===== config.mk =====
export PLATFORM = sky130hd
export DESIGN_NAME = volume_register
export DESIGN_NICKNAME = d
export VERILOG_FILES = /design/src/rtl/volume_pkg.sv /design/src/rtl/button_edge.sv /design/src/rtl/volume_register.sv
export SDC_FILE = /design/constraint.sdc
export NUM_CORES = 1
export LEC_CHECK = 0
export ABC_CLOCK_PERIOD_IN_PS = 2540
export BUFFER_PORTS_ARGS = -buffer_cell sky130_fd_sc_hd__buf_4
export CAP_MARGIN = 20
export CORE_AREA = 8 8 45 47
export CTS_BUF_LIST = sky130_fd_sc_hd__clkbuf_8
export DETAILED_ROUTE_END_ITERATION = 8
export DIE_AREA = 0 0 53 55
export PLACE_DENSITY = 0.62
export SKIP_CTS_REPAIR_TIMING = 1
export SLEW_MARGIN = 20
export SYNTH_ARGS = -nofsm -noshare
export SYNTH_HDL_FRONTEND = slang
export SYNTH_HIERARCHICAL = 1
export SYNTH_SLANG_ARGS = --single-unit

===== constraint.sdc =====
create_clock -name Clk -period 2.54 [get_ports Clk]
set_input_delay 0.254 -clock Clk [delete_from_list [all_inputs] [get_ports Clk]]
set_output_delay 0.254 -clock Clk [all_outputs]
set_load 0.005 [all_outputs]

===== src/rtl/volume_pkg.sv =====
// rtl/volume_pkg.sv - shared volume types, limits and gain conversion
package volume_pkg;

  localparam int VOL_W = 4;

  typedef logic [VOL_W-1:0] vol_t;

  localparam vol_t MAX_VOL = 4'd15;
  localparam vol_t MIN_VOL = 4'd0;

  // Duplicating the nibble gives level * 17, spanning 0x00..0xFF exactly.
  function automatic logic [2*VOL_W-1:0] vol_to_gain(vol_t v);
    return {v, v};
  endfunction

endpackage


===== src/rtl/button_edge.sv =====
// rtl/button_edge.sv - button rise detector with optional hold auto-repeat (VOL_AUTOREPEAT_EN)
module button_edge
`ifdef VOL_AUTOREPEAT_EN
#(
  parameter int unsigned REPEAT_CYCLES = 4
)
`endif
(
  input  logic clk,
  input  logic resetn,
  input  logic btn,
`ifdef VOL_AUTOREPEAT_EN
  input  logic other,
`endif
  output logic step
);

  logic btn_q;
  logic rise;

  assign rise = btn & ~btn_q;

  always_ff @(posedge clk) begin
    if (!resetn) begin
      btn_q <= 1'b0;
    end else begin
      btn_q <= btn;
    end
  end

`ifdef VOL_AUTOREPEAT_EN
  localparam int CNT_W = $clog2(REPEAT_CYCLES + 1);

  logic [CNT_W-1:0] cnt;
  logic             held;
  logic             rpt;

  // cnt counts edges since the last step; zero means no qualifying hold is in
  // progress, so a hold that did not start with a clean rise never repeats.
  assign held = btn & ~other;
  assign rpt  = held & ~rise & (cnt == CNT_W'(REPEAT_CYCLES));

  always_ff @(posedge clk) begin
    if (!resetn || !held) begin
      cnt <= '0;
    end else if (rise || rpt) begin
      cnt <= CNT_W'(1);
    end else if (cnt != '0) begin
      cnt <= cnt + 1'b1;
    end
  end

  assign step = rise | rpt;
`else
  assign step = rise;
`endif

endmodule


===== src/rtl/volume_register.sv =====
// rtl/volume_register.sv - saturating master-volume level with hex and gain outputs
// Optional hold auto-repeat is compiled in with VOL_AUTOREPEAT_EN.
module volume_register
  import volume_pkg::*;
#(
  parameter int unsigned DEFAULT_VOL   = 8,
  parameter int unsigned REPEAT_CYCLES = 4
) (
  input  logic       Clk,
  input  logic       Reset,
  input  logic       Vol_up,
  input  logic       Vol_down,
  output logic [7:0] Data,
  output logic [3:0] hex_vol
);

  if (REPEAT_CYCLES < 2) begin : g_bad_repeat
    $error("REPEAT_CYCLES must be at least 2");
  end

  vol_t level;
  logic up_step;
  logic down_step;

`ifdef VOL_AUTOREPEAT_EN
  button_edge #(.REPEAT_CYCLES(REPEAT_CYCLES)) u_up (
    .clk    (Clk),
    .resetn (Reset),
    .btn    (Vol_up),
    .other  (Vol_down),
    .step   (up_step)
  );

  button_edge #(.REPEAT_CYCLES(REPEAT_CYCLES)) u_down (
    .clk    (Clk),
    .resetn (Reset),
    .btn    (Vol_down),
    .other  (Vol_up),
    .step   (down_step)
  );
`else
  button_edge u_up (
    .clk    (Clk),
    .resetn (Reset),
    .btn    (Vol_up),
    .step   (up_step)
  );

  button_edge u_down (
    .clk    (Clk),
    .resetn (Reset),
    .btn    (Vol_down),
    .step   (down_step)
  );
`endif

  // Opposing steps in the same cycle cancel; limits are checked before the
  // add/subtract so the 4-bit level never wraps.
  always_ff @(posedge Clk) begin
    if (!Reset) begin
      level <= vol_t'(DEFAULT_VOL);
    end else if (up_step && !down_step) begin
      if (level != MAX_VOL) level <= level + 1'b1;
    end else if (down_step && !up_step) begin
      if (level != MIN_VOL) level <= level - 1'b1;
    end
  end

  assign hex_vol = level;
  assign Data    = vol_to_gain(level);

endmodule


Word level (Yosys, flattened, before mapping)
Index checks and enable logic that the tools add are counted.
{ "totals": {"reg_bits": 6, "out_inout_bits": 12, "word_cells": 23} }
{ "classes": {"n_addsub": 2, "eq_ne": 2, "muxes": 4, "bitwise_logic": 4, "reduce_logical": 8} }
{ "op_table": {"columns": ["cell", "n"], "rows": [
  ["$mux 4", 4],
  ["$add 4x1->4 const B", 1],
  ["$ne 4x4->1 const B", 1],
  ["$reduce_bool 2->1", 2],
  ["$reduce_bool 4->1", 1],
  ["$sub 4x1->4 const B", 1],
  ["$reduce_and 3->1", 1],
  ["$and 1x1->1", 2],
  ["$logic_and 1x1->1", 2],
  ["$logic_not 1->1", 2],
  ["$ne 2x1->1 const B", 1],
  ["$not 1->1", 2]
]} }

Longest topological paths before layout
Gate-level depths: netlist of the first run.
{ "logic_depth": {"depth_word": 6, "ltp_mapped": 9, "depth_no_buf": 9} }

By module
Netlist of the first run, hierarchy kept.
{ "by_module_without_submodules": {"columns": ["mod", "instances", "cells_each", "area_each_um2", "seq_area_each_um2"], "rows": [
  ["volume_register", 1, 41, 387.9, 80.1],
  ["button_edge", 2, 3, 40.0, 20.0]
]} }

Worst setup path after synthesis of the first run
OpenSTA, ideal clock, no wires.
{ "synth_timing": {"kind": "flip-flop to flip-flop", "startpoint": "reg u_down.btn_q", "endpoint": "reg level[3], in the netlist hex_vol[3]", "setup_ns": 0.121, "t_arrival_ns": 1.737, "setup_slack_ns": 0.681, "path_stages_with_launch": 10, "n_path_buf": 0, "period_less_slack_ns": 1.859, "path_cell_list": "dfxtp_1 -> nor2b_4 -> inv_1 -> ha_1 -> inv_1 -> ha_1 -> a21oi_1 -> and3_1 -> o21ba_4 -> mux2_4"} }
{ "synth_between": {"elab_chain_cells": 6, "word_cells_on_any_way": 10, "cone_classes": "eq/ne (1); mux (1); bitwise (2); reduce/logical (6)"} }
{ "synth_lines": {"columns": ["element", "line", "text"], "rows": [
  ["start, declared", "button_edge.sv:18", "logic btn_q;"],
  ["start signal, assigned", "button_edge.sv:27", "btn_q <= btn;"],
  ["$not 1->1 (*)", "button_edge.sv:21", "assign rise = btn & ~btn_q;"],
  ["$and 1x1->1 (*)", "button_edge.sv:21", null],
  ["via down_step", "volume_register.sv:23", "logic down_step;"],
  ["$logic_not 1->1", "volume_register.sv:62", "end else if (up_step && !down_step) begin"],
  ["$logic_and 1x1->1", "volume_register.sv:62", null],
  ["$ne 2x1->1 (no line) / $reduce_bool 2->1 (equally long branches)", null, null],
  ["$reduce_and 3->1 (no line)", null, null],
  ["end signal, assigned", "volume_register.sv:61", "level <= vol_t'(DEFAULT_VOL);"],
  ["end signal, assigned", "volume_register.sv:63", "if (level != MAX_VOL) level <= level + 1'b1;"],
  ["end signal, assigned", "volume_register.sv:65", "if (level != MIN_VOL) level <= level - 1'b1;"],
  ["end, declared", "volume_register.sv:21", "vol_t level;"]
]} }
Mark *: on every way through the listed nets, which the timed path passes. The rest lies on a longest branch.
A chain may end at the register's enable or synchronous reset.

Worst setup path after layout of the first run
Ends and elaborated chain as after synthesis.

==> results.cfg, run 1 <==
[cts]
clock_path_buffers = 2
tritoncts = done
cts_max_level = 1
numClockSinks = 6
clk_latency_ps = 220
root_buffer = clkbuf_8
cts_buffers = 3
clk_pin_slew_ps = 40

[timing]
fin_crit_sh_pct = 77.19
tns_ps = 0
slew_headroom_pct = 76.13
max_freq_mhz = 510.0
worst_pin_slew_ps = 357.6
period_needed_ps = 1961
rsz0062_at_grt = no
hold-worst-slack_ps = 254.1
hold_viol_final = 0
finalSetupViolCount = 0
maxSlewViolCount = 0
clock_skew_ps = 3.764
fin_ws_ps = 579.3

[grt]
grt_pass1_wl_um = 1421
antenna_found_initial = 0
gr-total-overflow = 0
grt_pass1_vias = 317
grt_use_total_pct = 6.834
grt_max_degree = 11

[synth]
ys_types = 22
yosysSeqAreaShare_pct = 25.67
synth.area.top_cells = dfxtp_1 26%, buf_4 13%, ha_1 8.0%, nor2b_4 5.9%, o221ai_4 5.6%
synth_nets = 55
synth_top_cell_area_share_pct = 25.67
netlist_area_um2 = 467.9
yosys.area.top_type = dfxtp_1
synth_area_per_cell_um2 = 9.956
synthCells = 47
yosys_warnings = 6
synth-seq-cells = 6

[finish]
diodes = 0
layout-area-overhead-vs-synth_pct = 24.33
instances_no_fill = 73
fillers = 135
final_nets = 67
layout-drive-gt1-share_pct = 45.61
fin_area_um2 = 581.8

[placement]
pre_cts_slack_ps = 482.0
numPortBuffers = 15
dpl_cell_area_um2 = 540.5
dp.cells = 70
place.gp.congestion = 0.6812
post-dp-hpwl_um = 670

[route]
drc = 0
routed_wl_um = 852
drtIter0Drc = 5
vias_per_cell = 4.438
dr_total_vias = 324
ant_nets = 0
first_pass_iters = 3
wl_per_cell_um = 11.67

[pwr]
peakVddDrop_mv = 0.3354
power.leakage_nw = 0.2759
p_per_area_nw_per_um2 = 903.6

[floorplan]
pin_count = 16
die_w_um = 53
fp.dieArea_um2 = 2915
core_um2 = 1384
rows = 14
die_h_um = 55
start_util_pct = 33.82

[critical_path]
crit_chain = nor2b_4 -> inv_1 -> ha_1 -> inv_1 -> ha_1 -> a21oi_1 -> a21oi_1 -> o21ba_4 -> mux2_4
cpMaxStageDelayCell = dfxtp_1
worstPathMaxFanout = 5
slowest_delay_ps = 310
cp_data_required_time_ps = 2650
critical-path-top-delay-family = adder cells
crit_arrival_ps = 2070
crit_path_end_kind = flip-flop
crit_type = reg -> reg
cp-start-kind = flip-flop
critical_path_buf_inv_count = 2

[status]
status = complete, no violations

[worst_hold_path]
min_path_type = in -> reg

[job]
maxCapViolCount = 0
-- report_power, final --
| group | leakage (nW) | internal (mW) | switching [mW] |
|---|---|---|---|
| Combinational | 0.204 | 0.141 | 0.0862 |
| Clock | 0.0216 | 0.102 | 0.0402 |
| Sequential | 0.0498 | 0.115 | 0.0423 |
| Total | 0.276 | 0.357 | 0.169 |
-- metrics by stage --
step | power [mW] | utilization [%]
after floorplan | 0.3265 | -
after global placement | 0.3866 | 39.06
after detailed placement | 0.3887 | 39.06
after CTS | 0.5339 | 42.04
after global routing | 0.5724 | 42.04
final | 0.5257 | 42.04
-- cell families (layout without fill, tap and decap cells) --
group                      after synthesis  after routing  synth area share, %
DFF                                      6              6                25.67
and+or+nand+nor                         16             16                24.06
muxes                                    3              3                7.486
adders and majority gates                4              4                12.30
AOI/OAI and AO/OA                        6              6                13.37
buffers and inverters                   11             21                15.24
xor gates and xnor gates                 1              1                1.872
-- worst reg2reg max path: cells and delay by family (launching register included) --
family / cells / cell delay [ps]
buf+inv: 2 / 190
compound gates: 3 / 490
mux: 1 / 280
flops: 1 / 310
simple gates: 1 / 90
fa+ha+maj: 2 / 490
-- layer usage --
metal / part of all wire, % / track usage (%) / up-vias
li1: - / - / 172
met1: 41 / 6.393 / 139
met2: 42 / 10.55 / 13
met3: 17 / 6.150 / 0
met4: 0 / 2.586 / 0
met5: 0 / 0 / -
-- Yosys cell counts --
master and number:
buf_4 8, dfxtp_1 6, a21oi_1 3, ha_1 3, inv_1 3, nand2_1 3
and2_1 2, mux2i_1 2, nand3_1 2, nor2b_1 2, nor2b_4 2, and3_1 1
and3_2 1, fa_1 1, mux2_4 1, nor3_1 1, o21ai_0 1, o21ba_4 1
o221ai_4 1, or2b_2 1, or4_4 1, xor2_1 1
-- sequential cells by signal, summed over array words and instances, names as in the netlist --
register,cells
u_up/btn_q,1
u_down/btn_q,1
hex_vol,4
-- final cells by class --
type                    instances  area [µm²]  area share (%)
clock buffers                   3       41.29           7.097
flip-flops and latches          6       120.1           20.65
well taps                      16       20.02           3.441
multi-input cells              30       276.5           47.53
inverters                       3       11.26           1.935
repair buffers                 15       112.6           19.35
-- final timing paths --
path / startpoint / end / slack [ps] / cells after the start
worst max-delay path: u_down/btn_q / hex_vol[3] / 580 / 9
worst min-delay path: Vol_up / u_up/btn_q / 250 / 2
worst max register to register: u_down/btn_q / hex_vol[3] / 580 / 9
worst min register to register: hex_vol[2] / hex_vol[2] / 630 / 2
-- placed cells by master, fill, tap and decap left out --
cell / synthesis / routed
and2_1: 2 / 2
ha_1: 3 / 3
o221ai_4: 1 / 1
and3_1: 1 / 1
fa_1: 1 / 1
nor2b_4: 2 / 2
or4_4: 1 / 1
nand2_1: 3 / 3
and3_2: 1 / 1
o21ba_4: 1 / 1
nor3_1: 1 / 1
mux2_4: 1 / 1
o21ai_0: 1 / 1
inv_1: 3 / 3
a21oi_1: 3 / 3
buf_4: 8 / 15
clkbuf_8: 0 / 3
nand3_1: 2 / 2
mux2i_1: 2 / 2
or2b_2: 1 / 1
xor2_1: 1 / 1
nor2b_1: 2 / 2
dfxtp_1: 6 / 6
(Power assumes the default switching activity.)
==> inputs of run 2 (changes only) <==
- ABC_AREA: default -> 1
- ABC_CLOCK_PERIOD_IN_PS: 2540 -> 1700
- PLACE_DENSITY: 0.62 -> 0.65
- clock period: 2.54 -> 1.7 ns (I/O delays scaled with it)
==> results.cfg, run 2 <==
[synth]
synth_top_cell_area_share_pct = 25.20
synth_area_per_cell_um2 = 6.621
yosys_warnings = 6
netlist_area_um2 = 476.7
yosysSeqAreaShare_pct = 25.20
synth-seq-cells = 6
synth_nets = 80
synth.area.top_cells = dfxtp_1 25%, buf_4 13%, nand2_1 13%, inv_1 9.4%, nor2_1 8.7%
ys_top_cells_by_count = 16 x nand2_1, 12 x inv_1, 11 x nor2_1, 8 x buf_4, 7 x nand3_1
synthFlopType = dfxtp_1
ys_types = 15
synthCells = 72
yosys.area.top_type = dfxtp_1
synth-edff-count = 0
async_flop_share_pct = 0
synth.most_common_cell = nand2_1

[floorplan]
die_h_um = 55
fp.dieArea_um2 = 2915
rows = 14
pin_count = 16
core_um2 = 1384
die_w_um = 53
start_util_pct = 34.45

[pwr]
internal_power_mw = 0.4616
total_power_mw = 0.6994
p_sw_mw = 0.2379
power.leakage_nw = 0.3460
clkPwrFrac_pct = 30.7
peakVddDrop_mv = 0.4322
p_comb_share_pct = 41.0
swShare_pct = 34.01
power.share.sequential_pct = 28.4
p_per_area_nw_per_um2 = 1162

[timing]
rsz0062_at_grt = no
max_freq_mhz = 638.9
maxSlewViolCount = 0
period_needed_ps = 1565
hold_viol_final = 0
worst_pin_slew_ps = 310.2
finalSetupViolCount = 0
tns_ps = 0
hold-worst-slack_ps = 134.5
fin_ws_ps = 134.7
slew_headroom_pct = 79.29
clock_skew_ps = 0.7235
fin_crit_sh_pct = 92.07

[finish]
largest_reg_flops = 4
layout-drive-gt1-share_pct = 32.53
fillers = 144
instances_no_fill = 99
diodes = 0
mostFrequentLayoutCells = 16 x nand2_1, 16 x buf_4, 11 x inv_1, 11 x nor2_1, 7 x nand3_1
layout-area-overhead-vs-synth_pct = 26.25
fin_area_um2 = 601.8
final_nets = 93
final_util_pct = 43.49

[critical_path]
worstPathMaxFanout = 4
crit_arrival_ps = 1670
crit_path_end_kind = flip-flop
crit_type = reg -> reg
cp_data_required_time_ps = 1810
cp-start-kind = flip-flop

[placement]
numPortBuffers = 15
dpl_cell_area_um2 = 556.8
place.gp.congestion = 0.8151
pre_cts_slack_ps = 64.04
dp.cells = 96
post-dp-hpwl_um = 808.3

[route]
drc = 0
vias_per_cell = 4.404
dr_total_vias = 436
routed_wl_um = 1029
first_pass_iters = 4
ant_nets = 0
wl_per_cell_um = 10.39
drtIter0Drc = 2

[cts]
root_buffer = clkbuf_8
clk_latency_ps = 220
cts_buffers = 3
tritoncts = done
cts_max_level = 1
clock_path_buffers = 2
numClockSinks = 6
clk_pin_slew_ps = 40

[grt]
antenna_found_initial = 0
grt_max_degree = 10
gr-total-overflow = 0
grt_use_total_pct = 8.046
grt_pass1_vias = 347
grt_pass1_wl_um = 1559

[job]
maxCapViolCount = 0

[worst_hold_path]
min_path_type = in -> reg

[status]
status = complete, no violations
-- run 2: logic make-up after synthesis --
logic type	share of synthesized area, %
fa+ha+maj	12.07
buf+inv	22.83
flops	25.20
simple gates	37.01
xor+xnor	1.838
compound gates	1.049
-- run 2: layout make-up --
type                            count  area (µm²)  share of cell area [%]
Clock buffer                        3       41.29                   6.861
Sequential cell                     6       120.1                   19.96
Multi-Input combinational cell     45       251.5                   41.79
Tap cell                           16       20.02                   3.326
Inverter                           13       48.80                   8.108
Timing Repair Buffer               16       120.1                   19.96
-- run 2: worst max-delay path, cell delays in order, from the launching register on --
cell and delay (ps):
dfxtp_1 290, nor2_2 110, ha_1 210, inv_2 70
ha_1 320, a21oi_2 150, nand2_1 60, nand2_1 50
nand2_1 50, nand2_1 60, nand3_1 60
-- run 2: layer usage --
metal	track usage [%]	up-vias	wire, µm
li1	-	234	-
met2	10.94	11	491
met1	8.092	187	399
met4	11.64	0	61
met3	2.941	4	76
met5	0	-	0
-- run 2: final timing paths --
kind	from	end	slack, ps	cells past startpoint
worst max-delay path	u_up/btn_q	hex_vol[3]	130	10
worst min-delay path	Vol_down	u_down/btn_q	130	3
worst max register to register	u_up/btn_q	hex_vol[3]	130	10
worst min register to register	hex_vol[3]	hex_vol[3]	570	2
-- run 2: power groups by stage --
stage	combinational [mW]	sequential, mW	clock, mW
final	0.286	0.199	0.214
after global routing	0.324	0.205	0.234
after CTS	0.283	0.199	0.218
after detailed placement	0.282	0.201	0
after global placement	0.275	0.199	0
after floorplan	0.197	0.202	0
